<file path="src/rtl/addr_rd_pkg.sv">
// Shared types and helpers for the address-driven RAM read buffer.
package addr_rd_pkg;

  typedef enum logic [1:0] {
    IDLE  = 2'd0,
    RUN   = 2'd1,
    DRAIN = 2'd2
  } state_t;

  localparam int STAT_W = 16;

  // RAM address width; a single-word RAM still needs one address bit.
  function automatic int ma_width(input int depth);
    return (depth > 1) ? $clog2(depth) : 1;
  endfunction

endpackage

</file>
<file path="src/rtl/addr_rd_fifo.sv">
// Synchronous FIFO buffering RAM words; push and pop may coincide at any occupancy.
module addr_rd_fifo #(
  parameter  int DATA_WIDTH = 16,
  parameter  int FIFO_DEPTH = 4,
  localparam int AW         = $clog2(FIFO_DEPTH),
  localparam int CW         = AW + 1
) (
  input  logic                  clk,
  input  logic                  rstn,
  input  logic                  push_i,
  input  logic                  pop_i,
  input  logic [DATA_WIDTH-1:0] wdata_i,
  output logic [DATA_WIDTH-1:0] rdata_o,
  output logic [CW-1:0]         count_o,
  output logic                  full_o,
  output logic                  empty_o
);

  logic [DATA_WIDTH-1:0] mem_q [FIFO_DEPTH];
  logic [AW-1:0]         wr_ptr_q, wr_ptr_d;
  logic [AW-1:0]         rd_ptr_q, rd_ptr_d;
  logic [CW-1:0]         count_q, count_d;
  logic                  do_push, do_pop;

  assign empty_o = (count_q == '0);
  assign full_o  = (count_q == CW'(FIFO_DEPTH));
  assign do_pop  = pop_i && !empty_o;
  // A full FIFO can still take a word if the head leaves in the same cycle.
  assign do_push = push_i && (!full_o || do_pop);

  always_comb begin
    wr_ptr_d = wr_ptr_q;
    rd_ptr_d = rd_ptr_q;
    count_d  = count_q;
    if (do_push) wr_ptr_d = wr_ptr_q + AW'(1);
    if (do_pop)  rd_ptr_d = rd_ptr_q + AW'(1);
    if (do_push && !do_pop)      count_d = count_q + CW'(1);
    else if (!do_push && do_pop) count_d = count_q - CW'(1);
  end

  always_ff @(posedge clk) begin
    if (!rstn) begin
      wr_ptr_q <= '0;
      rd_ptr_q <= '0;
      count_q  <= '0;
    end else begin
      wr_ptr_q <= wr_ptr_d;
      rd_ptr_q <= rd_ptr_d;
      count_q  <= count_d;
    end
  end

  always_ff @(posedge clk) begin
    if (rstn && do_push) mem_q[wr_ptr_q] <= wdata_i;
  end

  assign rdata_o = empty_o ? '0 : mem_q[rd_ptr_q];
  assign count_o = count_q;

endmodule

</file>
<file path="src/rtl/addr_rd_buffer.sv">
// Reads RAM at each generated address, buffers words in a FIFO and reports run completion.
// Optional build macro ADDR_RD_STATS_EN adds rd_count/drop_count statistics outputs.
module addr_rd_buffer
  import addr_rd_pkg::*;
#(
  parameter  int ADDR_WIDTH = 32,
  parameter  int DATA_WIDTH = 16,
  parameter  int MEM_DEPTH  = 64,
  parameter  int FIFO_DEPTH = 4,
  localparam int MA         = ma_width(MEM_DEPTH),
  localparam int CW         = $clog2(FIFO_DEPTH) + 1
) (
  input  logic                  clk,
  input  logic                  rstn,
  input  logic                  start,
  input  logic [ADDR_WIDTH-1:0] addr_in,
  input  logic                  addr_ovf,
  input  logic                  addr_vld,
  input  logic                  addr_last,
  output logic                  addr_rdy,
  output logic                  mem_en,
  output logic [MA-1:0]         mem_addr,
  input  logic [DATA_WIDTH-1:0] mem_rdata,
  output logic [DATA_WIDTH-1:0] dout,
  output logic                  dout_vld,
  input  logic                  dout_rdy,
  output logic                  err_range,
  output logic                  done,
`ifdef ADDR_RD_STATS_EN
  output logic [STAT_W-1:0]     rd_count,
  output logic [STAT_W-1:0]     drop_count,
`endif
  output state_t                state_dbg_o
);

  // Handshakes: a transfer happens on a rising edge where valid && ready are both high;
  // valid never waits on ready, and the addr/dout payloads are only meaningful while valid.

  state_t        state_q, state_d;
  logic          inflight_q;
  logic          err_q, err_d;
  logic          accept, legal, start_run, drain_done;
  logic          fifo_empty, fifo_full;
  logic [CW-1:0] fifo_count;
  logic [CW:0]   used;

  // Credits: every word in the FIFO or in flight reserves a slot, so pushes never overflow.
  assign used       = {1'b0, fifo_count} + (CW+1)'(inflight_q);
  assign addr_rdy   = (state_q == RUN) && !fifo_full && (used < (CW+1)'(FIFO_DEPTH));
  assign accept     = addr_vld && addr_rdy;
  assign legal      = !addr_ovf && (addr_in < ADDR_WIDTH'(MEM_DEPTH));
  assign mem_en     = accept && legal;
  assign mem_addr   = mem_en ? addr_in[MA-1:0] : '0;
  assign start_run  = (state_q == IDLE) && start;
  assign drain_done = (state_q == DRAIN) && !inflight_q && fifo_empty;

  always_comb begin
    state_d = state_q;
    err_d   = err_q;
    unique case (state_q)
      IDLE:    if (start) state_d = RUN;
      RUN:     if (accept && addr_last) state_d = DRAIN;
      DRAIN:   if (drain_done) state_d = IDLE;
      default: state_d = IDLE;
    endcase
    if (start_run)           err_d = 1'b0;
    else if (accept && !legal) err_d = 1'b1;
  end

  always_ff @(posedge clk) begin
    if (!rstn) begin
      state_q    <= IDLE;
      inflight_q <= 1'b0;
      err_q      <= 1'b0;
    end else begin
      state_q    <= state_d;
      inflight_q <= mem_en;
      err_q      <= err_d;
    end
  end

  addr_rd_fifo #(
    .DATA_WIDTH(DATA_WIDTH),
    .FIFO_DEPTH(FIFO_DEPTH)
  ) u_fifo (
    .clk    (clk),
    .rstn   (rstn),
    .push_i (inflight_q),
    .pop_i  (dout_rdy),
    .wdata_i(mem_rdata),
    .rdata_o(dout),
    .count_o(fifo_count),
    .full_o (fifo_full),
    .empty_o(fifo_empty)
  );

  assign dout_vld    = !fifo_empty;
  assign err_range   = err_q;
  assign done        = drain_done;
  assign state_dbg_o = state_q;

`ifdef ADDR_RD_STATS_EN
  logic [STAT_W-1:0] rd_cnt_q, drop_cnt_q;

  always_ff @(posedge clk) begin
    if (!rstn || start_run) begin
      rd_cnt_q   <= '0;
      drop_cnt_q <= '0;
    end else begin
      if (mem_en && (rd_cnt_q != '1))              rd_cnt_q   <= rd_cnt_q + STAT_W'(1);
      if (accept && !legal && (drop_cnt_q != '1))  drop_cnt_q <= drop_cnt_q + STAT_W'(1);
    end
  end

  assign rd_count   = rd_cnt_q;
  assign drop_count = drop_cnt_q;
`endif

endmodule
</file>
<file path="config.mk">
export PLATFORM = sky130hd
export DESIGN_NAME = addr_rd_buffer
export DESIGN_NICKNAME = d
export VERILOG_FILES = /design/src/rtl/addr_rd_pkg.sv /design/src/rtl/addr_rd_fifo.sv /design/src/rtl/addr_rd_buffer.sv
export SDC_FILE = /design/constraint.sdc
export NUM_CORES = 1
export LEC_CHECK = 0
export ABC_AREA = 1
export BUFFER_PORTS_ARGS = -buffer_cell sky130_fd_sc_hd__buf_4
export CORE_ASPECT_RATIO = 0.5
export CORE_MARGIN = 2
export CORE_UTILIZATION = 49
export DETAILED_ROUTE_END_ITERATION = 8
export PLACE_DENSITY = 0.74
export SYNTH_ARGS = -nofsm -noshare
export SYNTH_HDL_FRONTEND = slang
export SYNTH_SLANG_ARGS = --single-unit
</file>
<file path="constraint.sdc">
create_clock -name clk -period 3.6 [get_ports clk]
set_input_delay 0.36 -clock clk [delete_from_list [all_inputs] [get_ports clk]]
set_output_delay 0.36 -clock clk [all_outputs]
set_load 0.05 [all_outputs]
</file>
# Yosys cells after proc, flatten, opt, wreduce, memory -nomap -nowiden
# Memories as Yosys holds them, arrays and structs flattened. A register that Yosys moved wholly into a read port is not among the register bits.
# Index checks and enable logic that the tools add are counted.
# word_totals
reg_bits,11
ramBits,64
output_inout_bits,29
elab_cells,61
mem_count,1
# mem_list
memory,words,word_bits,read_ports,rd_clocked_by_memory_dff,write_ports,line,text
u_fifo.mem_q,4,16,1,1,1,addr_rd_fifo.sv:19,logic [DATA_WIDTH-1:0] mem_q [FIFO_DEPTH];
# op_classes
n_addsub,5
order_cmp,2
eq_ne,6
muxes,12
bitwise,1
n_reduce_logical,28
# ops
op,n
$lt A32 B7 Y1 const B,1
$mux W16,1
$logic_and A1 B1 Y1,15
$mux W2,5
$logic_not A1 Y1,7
$mux W3,2
$mux W6,1
$pmux W2 S3,1
$add A2 B1 Y2 const B,2
$add A3 B1 Y4,1
$lt A4 B3 Y1 const B,1
$ne A2 B2 Y1 const B,2
$add A3 B1 Y3 const B,1
$eq A3 B3 Y1 const B,1
$logic_not A3 Y1,1
$reduce_and A3 Y1,1
$sub A3 B1 Y3 const B,1
$eq A2 B1 Y1 const B,1
$eq A2 B2 Y1 const B,1
$logic_not A2 Y1,1
$mux W1,2
$ne A2 B1 Y1 const B,1
$reduce_bool A2 Y1,1
$reduce_or A2 Y1,1
2 further kinds,2

# Longest topological paths before layout
# Gate-level depths: netlist of the first run.
# depth
depth_word,9
ltp_mapped,12
depth_no_buf,12

# Cells and area by module
# Synthesis of the first run repeated with hierarchy kept, for this count alone.
# hier_totals
cells_unflattened,348
area_unflattened_um2,3512.1
# modules_own_cells
mod,instances,cells_each,area_per_inst_um2
addr_rd_fifo,1,262,3071.7
addr_rd_buffer,1,86,440.4

# Worst setup path after synthesis of the first run
# No wires, ideal clock.
# synth_timing
path_kind,register to output
from,"register state_q[0], in the netlist state_dbg_o[0]"
to,output port mem_addr[0]
t_arrival_ns,1.921
required_time_ns,3.240
slack_ns,1.319
stages_incl_launch_ff,7
path_cell_list,dfxtp_1 -> inv_1 -> nor2_4 -> nand3_2 -> nor2_4 -> nand3_4 -> nor2_1
# synth_between
elab_chain_cells,6
# synth_rtl
item,line,text
start: declaration,addr_rd_buffer.sv:39,"state_t state_q, state_d;"
start signal: assignment,addr_rd_buffer.sv:76,state_q <= state_d;
$eq A2 B1 Y1,addr_rd_buffer.sv:49,assign addr_rdy = (state_q == RUN) && !fifo_full && (used < (CW+1)'(FIFO_DEPTH));
$logic_and A1 B1 Y1 (2 in series),addr_rd_buffer.sv:49,
$logic_and A1 B1 Y1,addr_rd_buffer.sv:50,assign accept = addr_vld && addr_rdy;
$logic_and A1 B1 Y1,addr_rd_buffer.sv:52,assign mem_en = accept && legal;
$mux W6,addr_rd_buffer.sv:53,assign mem_addr = mem_en ? addr_in[MA-1:0] : '0;
end: declaration,addr_rd_buffer.sv:22,"output logic [MA-1:0] mem_addr,"
# No other way between the ends.

==> results.yml, run 1 <==
run_status:
  outcome: "finished clean"
power:
  power.net_switching_w: 0.001039
  ir_worst_vdd_mv: 0.2959
  p_int_w: 0.001727
  power.switching_fraction_pct: 37.56
  p_seq_share_pct: 37.1
  totalPowerFinal_w: 0.002767
  share_comb_of_total_power_pct: 35.0
  pwr-share-clk_pct: 28.0
  power.leakage_nw: 1.829
  power_density_mw_per_mm2: 633.6
timing:
  worstMarginPinSlew_ns: 0.6559
  slew_violations: 0
  max-slew-margin-rel_pct: 56.21
  grt_setup_unrepaired: "false"
  layout_worst_path_cycle_share_pct: 68.56
  max_freq_mhz: 405.1
  fin_tns_setup_ns: 0
  timing.hold.ws_ns: 0.2349
  finalHoldViolCount: 0
  setup_violating_endpoint_count_in_the_final_report: 0
  final_period_minus_worst_setup_slack_ns: 2.468
  maximum_clock_skew_at_final_layout_ns: 0.006716
layout:
  final_common_cell: "buf_4"
  antenna_cells_inserted: 0
  layout-area-overhead-vs-synth_pct: 28.12
  nNetsFinal: 481
  layout.cells.most_common_list: "buf_4 (89), nor2_1 (84), edfxtp_1 (64)"
  area.sequential_mm2: 0.002182
  layout-drive-gt1-share_pct: 27.76
  area_of_the_multi_input_gates_um2: 962.2
  n_fill_cell: 535
synthesis:
  synth-seq-cells: 77
  synthesis.yosys.warnings: 0
  synth_compound_gate_area_share_pct: 9.985
  synth-seq-area-share_pct: 64.02
  synth_simple_gate_area_share_pct: 15.82
  synth.lib_cells_used.distinct: 27
  post_synth_mux_area_share_pct: 0
  yosys.area_share.xor_xnor_pct: 0
  synth_fp_nets: 393
  synth-adder-area-share_pct: 2.423
  combinational_family_with_the_most_area_after_synthesis: "simple AND/OR/NAND/NOR gates"
  syn_avg_cell_area_um2: 10.27
  syn_area_mm2: 0.003408
  synth_cells: 332
clock_tree:
  htree_levels: 3
  cts_hold_buffers_added: 0
  cts_root_buf: "clkbuf_16"
  cts-buffers-inserted: 9
  cts_num_sinks: 77
  cts_tree: "built"
  worst_skew_pair.late_latency_ns: 0.32
  post_cts.resized_instances: 0
  post_cts_buffers: 0
  cts.reportedPaths.clkPinSlew_ns: 0.05
  ctsLongestPathBuffers: 2
worst_setup_path:
  worst-path-max-fanout: 18
  cpLargestDelayFamily: "flip-flops"
  cp_data_arrival_time_ns: 2.11
  worstPathCellList: "buf_4 -> nor2_1 -> nor2_1 -> o21ai_0 -> a21oi_1 -> buf_4"
  cp-end-kind: "primary output"
  path_buf_inv: 2
  worst-endpoint-required_ns: 3.24
  crit_path_top_delay_cell: "dfxtp_1"
  start_kind: "flip-flop"
  worst-setup-path-type: "reg2out"
  cp_max_stage_delay_ns: 0.73
floorplan:
  boundaryPins: 84
  floorplan.rows: 21
  die_w_um: 121.9
  die-area_mm2: 0.007679
  core-area_mm2: 0.006700
  initial_utilization_pct: 50.87
  dieHeight_um: 62.98
global_routing:
  grt_overflow: 0
  groute.usage.overall_pct: 19.03
  grt_first_pass_wirelength_mm: 11.23
  first_global_vias: 2552
  initial_antenna_violation_count: 0
  grt_max_degree: 33
place:
  place.port_buffers: 83
  gp_routability_congestion: 0.8247
  post-dp-hpwl_mm: 4.514
routing:
  routed_wire_length_per_instance_um: 12.99
  drcViolationCount: 0
  postRouteAntennaNets: 0
  initialDrtViolationCount: 223
  drt_pass1_iterations: 4
  dr_total_vias: 2507
  avgViaCountPerCell: 4.849
  wirelength_mm: 6.715
hold_path:
  min_path_type: "in2reg"
job:
  cap_violations: 0
[flip-flops by register name, indices dropped and copies added, names as in the netlist, named ones only]
register,count
u_fifo.rd_ptr_q,2
inflight_q,1
state_dbg_o,2
err_range,1
u_fifo.mem_q,64
u_fifo.wr_ptr_q,2
u_fifo.count_o,3
[power groups by stage]
stage                     logic (W)  registers [W]  clock network (W)
after floorplan            0.000716        0.00103                  0
after global placement     0.000954        0.00104                  0
after detailed placement   0.000969        0.00104                  0
after CTS                  0.000974        0.00103           0.000787
after global routing        0.00104        0.00103           0.000828
final                      0.000968        0.00103           0.000773
[cell families after synthesis]
family                     count (synthesis)
DFF                                       77
adders and majority gates                  6
and+or+nand+nor                          122
AOI/OAI and AO/OA                         68
buffers and inverters                     59
[worst reg2reg max path: cells and delay by family (launching register included)]
family | cells | cell delay, ns
compound gates | 4 | 0.46
fa+ha+maj | 2 | 0.52
simple gates | 2 | 0.20
buf+inv | 4 | 0.47
flops | 1 | 0.34
[per-layer routing]
| metal | vias to the layer above | wire (um) | track usage [%] |
|---|---|---|---|
| met5 | - | 0 | 0 |
| met4 | 0 | 0 | 4.885 |
| met3 | 0 | 554 | 7.664 |
| met2 | 108 | 3428 | 33.17 |
| met1 | 1140 | 2733 | 21.89 |
| li1 | 1259 | - | - |
[final cells by class]
type / instances / share of cell area, %
clock buffers: 11 / 5.330
clock inverters: 5 / 0.6304
inverters: 47 / 4.097
multi-input cells: 196 / 22.03
flip-flops and latches: 77 / 49.97
well taps: 92 / 2.636
repair buffers: 89 / 15.30
[stage by stage]
step,cells,area (um^2),utilization (%),setup WS (ns)
floorplan,332,3408,-,1.319
global placement,501,4106,61.29,1.568
detailed placement,501,4106,61.29,1.498
CTS,517,4367,65.17,1.131
global route,517,4367,65.17,0.9400
finish,517,4367,65.17,1.132
[synthesized netlist by cell type (all sizes together)]
library cell,count,area [um^2]
clkbuf,3,15.01
dfxtp,13,260.3
inv,47,178.9
ha,5,62.56
or2,1,6.260
a21oi,28,140.1
fa,1,20.02
nand3,4,42.54
buf,9,70.07
edfxtp,64,1922
o21ai,40,200.2
and2,1,6.260
nand2,24,92.59
nor2,90,376.6
nor3,2,15.01
[path summary, 6_finish.rpt]
check,to,startpoint,slack (ns),cells after the start
hold / removal,u_fifo.mem_q[1][2],mem_rdata[2],0.23,1
setup / recovery,dout[2],flip-flop,1.13,6
setup reg to reg,u_fifo.count_o[2],u_fifo.count_o[1],1.50,12
hold reg to reg,err_range,err_range,0.46,2
Power figures use the tool's default switching activity.
==> run 2, diff against run 1 <==
==> constraint.sdc (replaced) <==
create_clock -name clk -period 2.5 [get_ports clk]
set_input_delay 0.25 -clock clk [delete_from_list [all_inputs] [get_ports clk]]
set_output_delay 0.25 -clock clk [all_outputs]
set_load 0.05 [all_outputs]
==> run 2 against run 1 <==
  * Cell area rose by 1.2%
  * Cell count rose by 0.19%
  * Worst hold slack got worse by 0.12 ns
  * Total power rose by 52%
  * Non-clock buffer count rose by 1
  * Setup slack got worse by 0.80 ns
  * Clock power rose by 69%
  * First-iteration DRC count rose by 4.0%
  * Sequential power rose by 43%
  * Critical path type is now reg2reg
  * Critical endpoint is now u_fifo.count_o[2]
  * Largest power group unchanged
  * Highest routed layer is now met4
==> results.yml, run 2 (same netlist as run 1, synthesis figures left out) <==
layout:
  layout.cells.most_common_list: "buf_4 (90), nor2_1 (84), edfxtp_1 (64)"
  fin_util_pct: 65.98
  antenna_cells_inserted: 0
  area.sequential_mm2: 0.002182
  nNetsFinal: 482
  final_common_cell: "buf_4"
  area_of_the_multi_input_gates_um2: 962.2
  final_cells: 518
  layout-drive-gt1-share_pct: 28.64
  regMostFlops: "u_fifo.mem_q"
  n_fill_cell: 507
  layout-area-overhead-vs-synth_pct: 29.70
  largest_register_ff_count: 64
place:
  gp_routability_congestion: 0.8120
  post-dp-hpwl_mm: 4.661
  post-place-cells: 502
  place.port_buffers: 83
worst_setup_path:
  timing.reg2reg.setup_slack_ns: 0.33
  timing.critical_path.mode_cell: "inv_1"
  start_kind: "flip-flop"
  cp-end-kind: "flip-flop"
  worst-path-max-fanout: 17
  crit_path_top_delay_cell: "fa_1"
  worstPathCellList: "inv_1 -> nand3_2 -> inv_4 -> nor2_8 -> inv_1 -> ha_1 -> inv_1 -> fa_1 -> a21oi_1 -> o21ai_0 -> o21ai_0 -> a21oi_1"
  worst-setup-path-type: "reg2reg"
  cp_data_arrival_time_ns: 2.39
  worst-endpoint-required_ns: 2.72
  cp_max_stage_delay_ns: 0.39
clock_tree:
  ctsLongestPathBuffers: 2
  post_cts_buffers: 0
  cts_root_buf: "clkbuf_16"
  htree_levels: 3
  cts.reportedPaths.clkPinSlew_ns: 0.06
  worst_skew_pair.late_latency_ns: 0.33
  cts_hold_buffers_added: 0
  post_cts.resized_instances: 0
  cts_num_sinks: 77
  cts-buffers-inserted: 9
  cts_tree: "built"
routing:
  drcViolationCount: 0
  drt_pass1_iterations: 4
  dr_total_vias: 2555
  postRouteAntennaNets: 0
  routed_wire_length_per_instance_um: 13.47
  initialDrtViolationCount: 232
  avgViaCountPerCell: 4.932
  wirelength_mm: 6.975
global_routing:
  groute.usage.overall_pct: 19.69
  grt_overflow: 0
  first_global_vias: 2549
  grt_max_degree: 33
  initial_antenna_violation_count: 0
  grt_first_pass_wirelength_mm: 11.27
floorplan:
  boundaryPins: 84
  floorplan.rows: 21
  dieHeight_um: 62.98
  die_w_um: 121.9
  initial_utilization_pct: 50.87
  die-area_mm2: 0.007679
  core-area_mm2: 0.006700
timing:
  max_freq_mhz: 460.7
  grt_setup_unrepaired: "false"
  max-slew-margin-rel_pct: 67.39
  slew_violations: 0
  final_period_minus_worst_setup_slack_ns: 2.171
  finalHoldViolCount: 0
  setup_violating_endpoint_count_in_the_final_report: 0
  layout_worst_path_cycle_share_pct: 86.82
  maximum_clock_skew_at_final_layout_ns: 0.006687
  fin_tns_setup_ns: 0
  worstMarginPinSlew_ns: 0.4884
power:
  power_density_mw_per_mm2: 949.8
  ir_worst_vdd_mv: 0.3660
  totalPowerFinal_w: 0.004199
  power.leakage_nw: 1.845
job:
  cap_violations: 0
hold_path:
  min_path_type: "in2reg"
run_status:
  outcome: "finished clean"
[run 2: critical path: cells and delay by family (launching register included)]
| family | cells | cell delay (ns) |
|---|---|---|
| buffers and inverters | 4 | 0.50 |
| and+or+nand+nor | 2 | 0.20 |
| adders and majority gates | 2 | 0.52 |
| AOI/OAI and AO/OA | 4 | 0.50 |
| DFF | 1 | 0.35 |
[run 2: final cells by class]
type | count | share of cell area, %
Clock buffer | 9 | 5.095
Clock inverter | 7 | 1.840
Inverter | 47 | 4.048
Multi-Input combinational cell | 196 | 21.77
Sequential cell | 77 | 49.36
Tap cell | 92 | 2.604
Timing Repair Buffer | 90 | 15.28
[run 2: metal layers]
metal	part of all wire (%)	global-route usage [%]	wire length, um	vias to the layer above
met5	0	0	0	-
met4	1.6	9.626	114	0
met3	7.0	6.113	485	12
met2	51	34.36	3562	98
met1	40	21.94	2812	1179
li1	-	-	-	1266
[run 2: metrics by stage]
step | cell area, um^2 | hold slack, ns | setup WS (ns)
floorplan | 3408 | 0.3489 | 0.3287
global placement | 4114 | 0.4422 | 0.4679
detailed placement | 4114 | 0.4430 | 0.3292
CTS | 4420 | 0.09671 | 0.3260
global route | 4420 | 0.1015 | 0.1686
finish | 4420 | 0.1110 | 0.3294
[run 2: report_power, final]
part	total [W]	switching, W	internal [W]
registers	0.00147	0.0000489	0.00142
clock network	0.00131	0.000524	0.000786
logic	0.00142	0.00101	0.000407
total	0.00420	0.00158	0.00261
[run 2: final timing paths]
| path | startpoint | end | cells after the start |
|---|---|---|---|
| worst max-delay path | u_fifo.count_o[1] | u_fifo.count_o[2] | 12 |
| worst min-delay path | mem_rdata[5] | u_fifo.mem_q[2][5] | 1 |
| worst max register to register | u_fifo.count_o[1] | u_fifo.count_o[2] | 12 |
| worst min register to register | err_range | err_range | 2 |
